### config.mk
export PLATFORM = sky130hd
export DESIGN_NAME = qdot_accum_flat
export DESIGN_NICKNAME = d
export VERILOG_FILES = /design/src/rtl/qdot_accum_if.sv /design/src/rtl/qdot_accum.sv /design/src/flat_wrapper.sv
export SDC_FILE = /design/constraint.sdc
export NUM_CORES = 2
export LEC_CHECK = 0
export ABC_AREA = 1
export CAP_MARGIN = 40
export CORE_MARGIN = 5
export CORE_UTILIZATION = 35
export CTS_CLUSTER_SIZE = 30
export DETAILED_ROUTE_END_ITERATION = 7
export HOLD_SLACK_MARGIN = 0.12
export PLACE_DENSITY = 0.51
export REMOVE_ABC_BUFFERS = 1
export SLEW_MARGIN = 20
export SYNTH_ARGS = -nofsm -noshare
export SYNTH_HDL_FRONTEND = slang
export SYNTH_SLANG_ARGS = --single-unit
### constraint.sdc
create_clock -name clk -period 25.7 [get_ports clk]
set_input_delay 2.57 -clock clk [delete_from_list [all_inputs] [get_ports clk]]
set_output_delay 2.57 -clock clk [all_outputs]
set_load 0.005 [all_outputs]
### src/rtl/qdot_accum_if.sv
// Operand/result bus for the fixed-point dot-product engine.
// The consumer side holds the master modport; the engine is the slave.
interface qdot_accum_if #(
   parameter int N     = 32,
   parameter int LEN_W = 4
);
   logic             start;
   logic [LEN_W-1:0] len;
   logic             in_valid;
   logic             in_ready;
   logic [N-1:0]     a;
   logic [N-1:0]     b;
   logic             out_valid;
   logic             out_ready;
   logic [N-1:0]     result;
   logic             ovr;
   logic             busy;

   modport master (
      output start, len, in_valid, a, b, out_ready,
      input  in_ready, out_valid, result, ovr, busy
   );

   modport slave (
      input  start, len, in_valid, a, b, out_ready,
      output in_ready, out_valid, result, ovr, busy
   );
endinterface

### src/rtl/qdot_accum.sv
// Sequential signed Q(N-Q).Q dot product with sign-magnitude truncating multiply.
// Define QDOT_SAT_EN to saturate the result on overflow; otherwise it wraps.
module qdot_accum #(
   parameter int Q     = 18,
   parameter int N     = 32,
   parameter int LEN_W = 4
) (
   input  logic         clk,
   input  logic         reset,
   qdot_accum_if.slave  bus
);
   localparam int AW = N + LEN_W;

   typedef enum logic [1:0] {IDLE, ACC, DRAIN, DONE} state_t;

   state_t           r_state;
   state_t           w_state_next;
   logic [LEN_W-1:0] r_len;
   logic [LEN_W-1:0] r_cnt;
   logic [AW-1:0]    r_acc;
   logic [N-1:0]     r_prod;
   logic             r_prod_vld;
   logic             r_ovr;
   logic [N-1:0]     r_result;
`ifdef QDOT_SAT_EN
   logic             r_povf_seen;
   logic             r_povf_neg;
`endif

   logic [N-1:0]     w_mag_a;
   logic [N-1:0]     w_mag_b;
   logic [2*N-1:0]   w_full;
   logic [N-1:0]     w_trunc;
   logic [N-1:0]     w_prod;
   logic             w_neg;
   logic             w_povf;
   logic             w_accept;
   logic             w_last;
   logic [AW-1:0]    w_prod_ext;
   logic [AW-1:0]    w_acc_sum;
   logic             w_range_ovf;
   logic [N-1:0]     w_final;

   assign w_mag_a = bus.a[N-1] ? -bus.a : bus.a;
   assign w_mag_b = bus.b[N-1] ? -bus.b : bus.b;
   assign w_full  = {{N{1'b0}}, w_mag_a} * {{N{1'b0}}, w_mag_b};
   assign w_trunc = N'(w_full >> Q);
   // Magnitude must fit in N-1 bits after the shift, hence the N-1+Q boundary.
   assign w_povf  = |(w_full >> (N - 1 + Q));
   assign w_neg   = bus.a[N-1] ^ bus.b[N-1];
   assign w_prod  = w_neg ? -w_trunc : w_trunc;

   assign w_accept    = (r_state == ACC) && bus.in_valid;
   assign w_last      = (r_cnt == r_len - 1'b1);
   assign w_prod_ext  = r_prod_vld ? {{LEN_W{r_prod[N-1]}}, r_prod} : '0;
   assign w_acc_sum   = r_acc + w_prod_ext;
   assign w_range_ovf = ~(&w_acc_sum[AW-1:N-1]) & (|w_acc_sum[AW-1:N-1]);

`ifdef QDOT_SAT_EN
   // A product overflow dominates: its sign sets the saturation direction.
   always_comb begin
      w_final = w_acc_sum[N-1:0];
      if (r_povf_seen)
         w_final = r_povf_neg ? {1'b1, {(N-1){1'b0}}} : {1'b0, {(N-1){1'b1}}};
      else if (w_range_ovf)
         w_final = w_acc_sum[AW-1] ? {1'b1, {(N-1){1'b0}}} : {1'b0, {(N-1){1'b1}}};
   end
`else
   assign w_final = w_acc_sum[N-1:0];
`endif

   always_ff @(posedge clk) begin
      if (reset) r_state <= IDLE;
      else       r_state <= w_state_next;
   end

   always_comb begin
      w_state_next = r_state;
      case (r_state)
         IDLE:    if (bus.start) w_state_next = (bus.len != '0) ? ACC : DONE;
         ACC:     if (w_accept && w_last) w_state_next = DRAIN;
         DRAIN:   w_state_next = DONE;
         DONE:    if (bus.out_ready) w_state_next = IDLE;
         default: w_state_next = IDLE;
      endcase
   end

   always_ff @(posedge clk) begin
      if (reset) begin
         r_len      <= '0;
         r_cnt      <= '0;
         r_acc      <= '0;
         r_prod     <= '0;
         r_prod_vld <= 1'b0;
         r_ovr      <= 1'b0;
         r_result   <= '0;
`ifdef QDOT_SAT_EN
         r_povf_seen <= 1'b0;
         r_povf_neg  <= 1'b0;
`endif
      end else begin
         case (r_state)
            IDLE: if (bus.start) begin
               r_len      <= bus.len;
               r_cnt      <= '0;
               r_acc      <= '0;
               r_prod_vld <= 1'b0;
               r_ovr      <= 1'b0;
               if (bus.len == '0) r_result <= '0;
`ifdef QDOT_SAT_EN
               r_povf_seen <= 1'b0;
               r_povf_neg  <= 1'b0;
`endif
            end
            ACC: begin
               // Product register is one pair behind the accept stream.
               r_acc      <= w_acc_sum;
               r_prod_vld <= w_accept;
               if (w_accept) begin
                  r_prod <= w_prod;
                  r_cnt  <= r_cnt + 1'b1;
                  if (w_povf) r_ovr <= 1'b1;
`ifdef QDOT_SAT_EN
                  if (w_povf && !r_povf_seen) begin
                     r_povf_seen <= 1'b1;
                     r_povf_neg  <= w_neg;
                  end
`endif
               end
            end
            DRAIN: begin
               r_acc      <= w_acc_sum;
               r_prod_vld <= 1'b0;
               r_result   <= w_final;
               r_ovr      <= r_ovr | w_range_ovf;
            end
            default: ;
         endcase
      end
   end

   assign bus.in_ready  = (r_state == ACC);
   assign bus.out_valid = (r_state == DONE);
   assign bus.busy      = (r_state != IDLE);
   assign bus.result    = r_result;
   assign bus.ovr       = r_ovr;
endmodule

### src/flat_wrapper.sv
// flat-port wrapper written by rule: the top's interface ports become plain ports
module qdot_accum_flat 
#(
   parameter int Q     = 18,
   parameter int N     = 32,
   parameter int LEN_W = 4
)
  (clk, reset, bus_start, bus_len, bus_in_valid, bus_a, bus_b, bus_out_ready, bus_in_ready, bus_out_valid, bus_result, bus_ovr, bus_busy);
  qdot_accum_if #(.N(N), .LEN_W(LEN_W)) bus_i ();
  input  logic clk;
  input  logic reset;
  input wire logic [$bits(bus_i.start)-1:0] bus_start;
  input wire logic [$bits(bus_i.len)-1:0] bus_len;
  input wire logic [$bits(bus_i.in_valid)-1:0] bus_in_valid;
  input wire logic [$bits(bus_i.a)-1:0] bus_a;
  input wire logic [$bits(bus_i.b)-1:0] bus_b;
  input wire logic [$bits(bus_i.out_ready)-1:0] bus_out_ready;
  output wire logic [$bits(bus_i.in_ready)-1:0] bus_in_ready;
  output wire logic [$bits(bus_i.out_valid)-1:0] bus_out_valid;
  output wire logic [$bits(bus_i.result)-1:0] bus_result;
  output wire logic [$bits(bus_i.ovr)-1:0] bus_ovr;
  output wire logic [$bits(bus_i.busy)-1:0] bus_busy;
  assign bus_i.start = bus_start;
  assign bus_i.len = bus_len;
  assign bus_i.in_valid = bus_in_valid;
  assign bus_i.a = bus_a;
  assign bus_i.b = bus_b;
  assign bus_i.out_ready = bus_out_ready;
  assign bus_in_ready = bus_i.in_ready;
  assign bus_out_valid = bus_i.out_valid;
  assign bus_result = bus_i.result;
  assign bus_ovr = bus_i.ovr;
  assign bus_busy = bus_i.busy;
  qdot_accum #(.Q(Q), .N(N), .LEN_W(LEN_W)) u_core (.clk(clk), .reset(reset), .bus(bus_i));
endmodule
==> summary by stage <==
CTS
The clock network latency to the later pin of the worst-skew pair is between 0.3 and 0.4 ns. Post-CTS timing repair inserted 0 buffers for setup. Gates resized during post-CTS repair numbered 0. The H-tree generated during clock tree synthesis spans 3 levels. The maximum buffer depth of the clock tree is 2. The tree is rooted in a clkbuf_16. The TritonCTS buffer count is 9. The clock tree from TritonCTS is done. The post-cts hold buffer count is 0.

Clock-pin slew was measured on the worst setup and hold paths at ~0.080 ns. The clock sink count is 112.

Place
Once detailed placement completed, the half-perimeter wirelength came to about 130000 um. Before CTS, the worst setup slack after placement is 10.96 ns. The placer's final routability congestion estimate is about 0.94. The count of buffers from port buffering is 108.

Worst setup path
The number of cells on the worst reg-to-reg path is 23. The cell family with the largest share of critical-path delay is adder cells. The worst register-to-register path ends at u_core.bus.ovr$_SDFFE_PP0P_. STA classifies the critical path startpoint as a primary input. In this run the register-to-register setup slack is between 20 and 25 ns. The total buffers and inverters traversed by the critical path is 12.

For the worst setup path, the data arrival time is 14.44 ns. The worst register-to-register path begins at u_core.r_prod_vld$_SDFFE_PP0P_. The critical path is of the primary input to register type. The endpoint type of the worst setup path is a register.

The cell type with the highest occurrence count on the critical path is nand2_1. The slowest stage of the critical path is the clkdlybuf4s50_1 cell. The peak fanout along the critical path is 25.

The data required time at the worst endpoint is 25.97 ns. The delay contributed by the slowest stage of the critical path is 0.67 ns.

Route
The vias after detailed routing is about 38k. After detailed routing, the number of vias per cell comes to 4.976. After detailed routing, the average wire length per cell comes to about 21 um. The first routing iteration left 2833 violations. In this run the remaining antenna-violating nets after routing total 0. For this run, the detailed router's first-pass iteration total came to 8. Summed over all layers, the routed wires come to 156500 um.

The count of unresolved DRC violations after routing is 0.

Finish
From synthesis to final layout, the design area changed by 8.807%. The fraction of final layout cells with drive strength greater than 1 is 0.03551. In the final design database the tool counted 7181 nets. At the end of the flow the core is filled with cells to 0.3834. Counting the fill cells in the layout gives 12.97k.

The footprint of the multi-input gates is 34660 um^2. The area taken by flip-flops and latches is 2242 um^2.

Run status
The run finished with clean final reports.

Min path
The hold path depth is 2. The sink of the worst hold path is u_core.bus.result[31]$_SDFFE_PP0P_. The worst hold path begins at u_core.bus.result[31]$_SDFFE_PP0P_. The class of the tightest hold or removal check is register to register.

Flow run
The tool flagged a number of max-cap violations equal to 0.

STA
The max-slew violation count is 0. The worst path in the final design needs a cycle of 14.18 ns, including I/O delays and setup. Setup violations remaining at the end of the flow were counted as 0. The post-route worst setup slack is roughly 12 ns. The part of the cycle the worst path needs is 0.5516. Summed over all failing endpoints, the final setup total negative slack is 0 ns. The headroom to the max-slew limit is 0.4044. Setup repair after global routing left no endpoint under its margin.

The count of endpoints failing hold in the final timing report is 0. The clock arrives with 0.01181 ns of skew. The transition at the pin with the smallest max-transition slack is between 0.8 and 0.9 ns. Timing would allow up to just over 70 MHz.

Yosys
Of the synthesized area, sequential elements account for 0.05221. The average cell area after synthesis is 7.305 um^2. The dominant synthesized flop cell is dfxtp_1. In the synthesized netlist the async set-or-reset flop fraction comes to 0.

The number of distinct library cells after synthesis is 53. The Yosys warning count is 0. The cell area that synthesis handed to floorplanning was 42950 um^2. Counting flops with a built-in enable in the synthesized netlist gives 0. The flip-flop and latch count after synthesis is between 100 and 150. Synthesis handed over a netlist of 5879 instances.

Floorplan
The die is 360.3 um tall. The die outline area is 129800 um^2. The number of I/O pins is between 100 and 150.

The overall die width is 360.3 um. For this configuration, the core starts out at a cell density of 0.3524. The floorplan row count is roughly 130. The placeable core region is ~120000 um^2.

Global route
The via count of the first global-routing pass is 39.39k. The number of antenna violations at the first check in global routing came to 4. Entering global routing, the biggest net connects 49 pins. The first global-routing pass estimated 240200 um of wire. The overall fraction of global-route tracks in use is 0.2416. The aggregate global routing overflow is 0.
-- tightest hold or removal path, delay by kind of cell, from the launching register on --
kind / cells / cell delay [ns]
compound gates: 1 / 0.05
flops: 1 / 0.31
simple gates: 1 / 0.06
-- registers in the layout, summed over array words and instances (netlist names) --
signal             flops
u_core.r_cnt           4
u_core.r_prod_vld      1
u_core.bus.result     32
u_core.r_acc          36
u_core.r_prod         32
u_core.bus.ovr         1
u_core.r_len           4
u_core.r_state         2
-- placed cells by master, fill, tap and decap left out, types with 4 or more instances in the layout --
cell / netlist / final
nand4_1: 37 / 37
a21o_1: 11 / 11
a31oi_1: 14 / 14
nor3_1: 24 / 24
o211ai_1: 5 / 5
inv_1: 1408 / 1408
xnor2_1: 37 / 35
nand2_2: 10 / 11
xor2_2: 0 / 7
nand3_2: 5 / 5
o21ai_0: 117 / 116
dfxtp_1: 112 / 112
nor2_2: 15 / 17
a21oi_1: 233 / 233
o21bai_1: 20 / 20
or2_2: 21 / 21
buf_4: 3 / 91
buf_8: 0 / 10
clkinv_1: 11 / 11
xor2_1: 43 / 34
nand2_1: 1335 / 1334
inv_2: 4 / 4
clkbuf_16: 0 / 9
nand3_1: 137 / 137
ha_1: 304 / 304
o21ai_1: 6 / 6
clkdlybuf4s50_1: 0 / 107
fa_1: 896 / 896
nor4_1: 15 / 15
nand3b_1: 16 / 16
buf_16: 0 / 7
nor2_1: 814 / 812
-- kinds of logic after synthesis --
| logic type | Yosys count | synth area share |
|---|---|---|
| XOR/XNOR | 81 | 0.01669 |
| adder cells (fa/ha/maj) | 1200 | 0.5062 |
| flip-flops | 112 | 0.05221 |
| AND/OR/NAND/NOR | 2446 | 0.2293 |
| AO/OA/AOI/OAI | 417 | 0.05192 |
| buffers and inverters | 1623 | 0.1437 |
-- metal layers --
layer | GRT usage | part of all wire | vias up
li1 | - | - | 17210
met1 | 0.3264 | 0.43 | 18770
met2 | 0.3969 | 0.45 | 1282
met3 | 0.03833 | 0.073 | 266
met4 | 0.08152 | 0.042 | 2
met5 | 0 | 0.000089 | -
-- stage by stage --
step	area [um^2]	cells	hold slack (ns)
after CTS	46680	7536	0.4653
after global placement	46040	7503	0.4541
after global routing	46720	7538	0.4840
after detailed placement	46360	7520	0.4543
final	46730	7541	0.4634
after floorplan	42130	5681	0.4392
-- worst max path at each step --
stage	from	to	slack [ns]	cells past startpoint
after floorplan	bus_a[0]	u_core.r_prod[29]$_SDFFE_PP0P_	14.10	42
after global placement	bus_a[0]	u_core.r_prod[29]$_SDFFE_PP0P_	10.55	41
after detailed placement	bus_a[0]	u_core.r_prod[21]$_SDFFE_PP0P_	10.96	45
after CTS	bus_a[0]	u_core.r_prod[21]$_SDFFE_PP0P_	11.31	45
after global routing	bus_a[0]	u_core.r_prod[21]$_SDFFE_PP0P_	10.92	46
final	bus_a[0]	u_core.r_prod[21]$_SDFFE_PP0P_	11.52	45
-- layout make-up --
class | instances | area share
antenna | 3 | 0.0001607
clock buffer | 11 | 0.005195
clock inverter | 5 | 0.001687
inverter | 1425 | 0.1146
multi-input combinational | 4144 | 0.7417
sequential | 112 | 0.04798
tap | 1625 | 0.04351
timing repair buffer | 216 | 0.04512
-- Yosys cell counts (2+ instances only) --
| library cell | instances | area (um^2) |
|---|---|---|
| nand3b_1 | 16 | 120.1 |
| buf_1 | 10 | 37.54 |
| fa_1 | 896 | 17940 |
| o21ai_1 | 6 | 30.03 |
| xor2_1 | 43 | 376.6 |
| or2_2 | 21 | 131.4 |
| buf_6 | 4 | 45.04 |
| nor3_4 | 3 | 48.80 |
| clkinv_1 | 11 | 41.29 |
| nor2_4 | 3 | 33.78 |
| ha_1 | 304 | 3804 |
| buf_4 | 3 | 22.52 |
| buf_2 | 25 | 125.1 |
| nor2_1 | 814 | 3055 |
| a21boi_0 | 2 | 15.01 |
| clkbuf_1 | 156 | 585.6 |
| a21oi_1 | 233 | 1166 |
| xnor2_1 | 37 | 324.1 |
| o211ai_1 | 5 | 37.54 |
| o221ai_1 | 2 | 17.52 |
| inv_2 | 4 | 15.01 |
| nand2_1 | 1335 | 5011 |
| o21bai_1 | 20 | 150.1 |
| nor4_1 | 15 | 93.84 |
| a31oi_1 | 14 | 87.58 |
| nand4_1 | 37 | 231.5 |
| nand3_1 | 137 | 685.7 |
| a21o_1 | 11 | 82.58 |
| nand3_2 | 5 | 50.05 |
| or3_1 | 2 | 12.51 |
| nand2_2 | 10 | 62.56 |
| nor2_2 | 15 | 93.84 |
| o21ai_0 | 117 | 585.6 |
| nor3_1 | 24 | 120.1 |
| nor3_2 | 2 | 20.02 |
| o21a_1 | 2 | 15.01 |
| dfxtp_1 | 112 | 2242 |
| inv_1 | 1408 | 5285 |
Power is not shown: default switching activity piles up to over one toggle a cycle in this logic, so the estimate is an artifact.
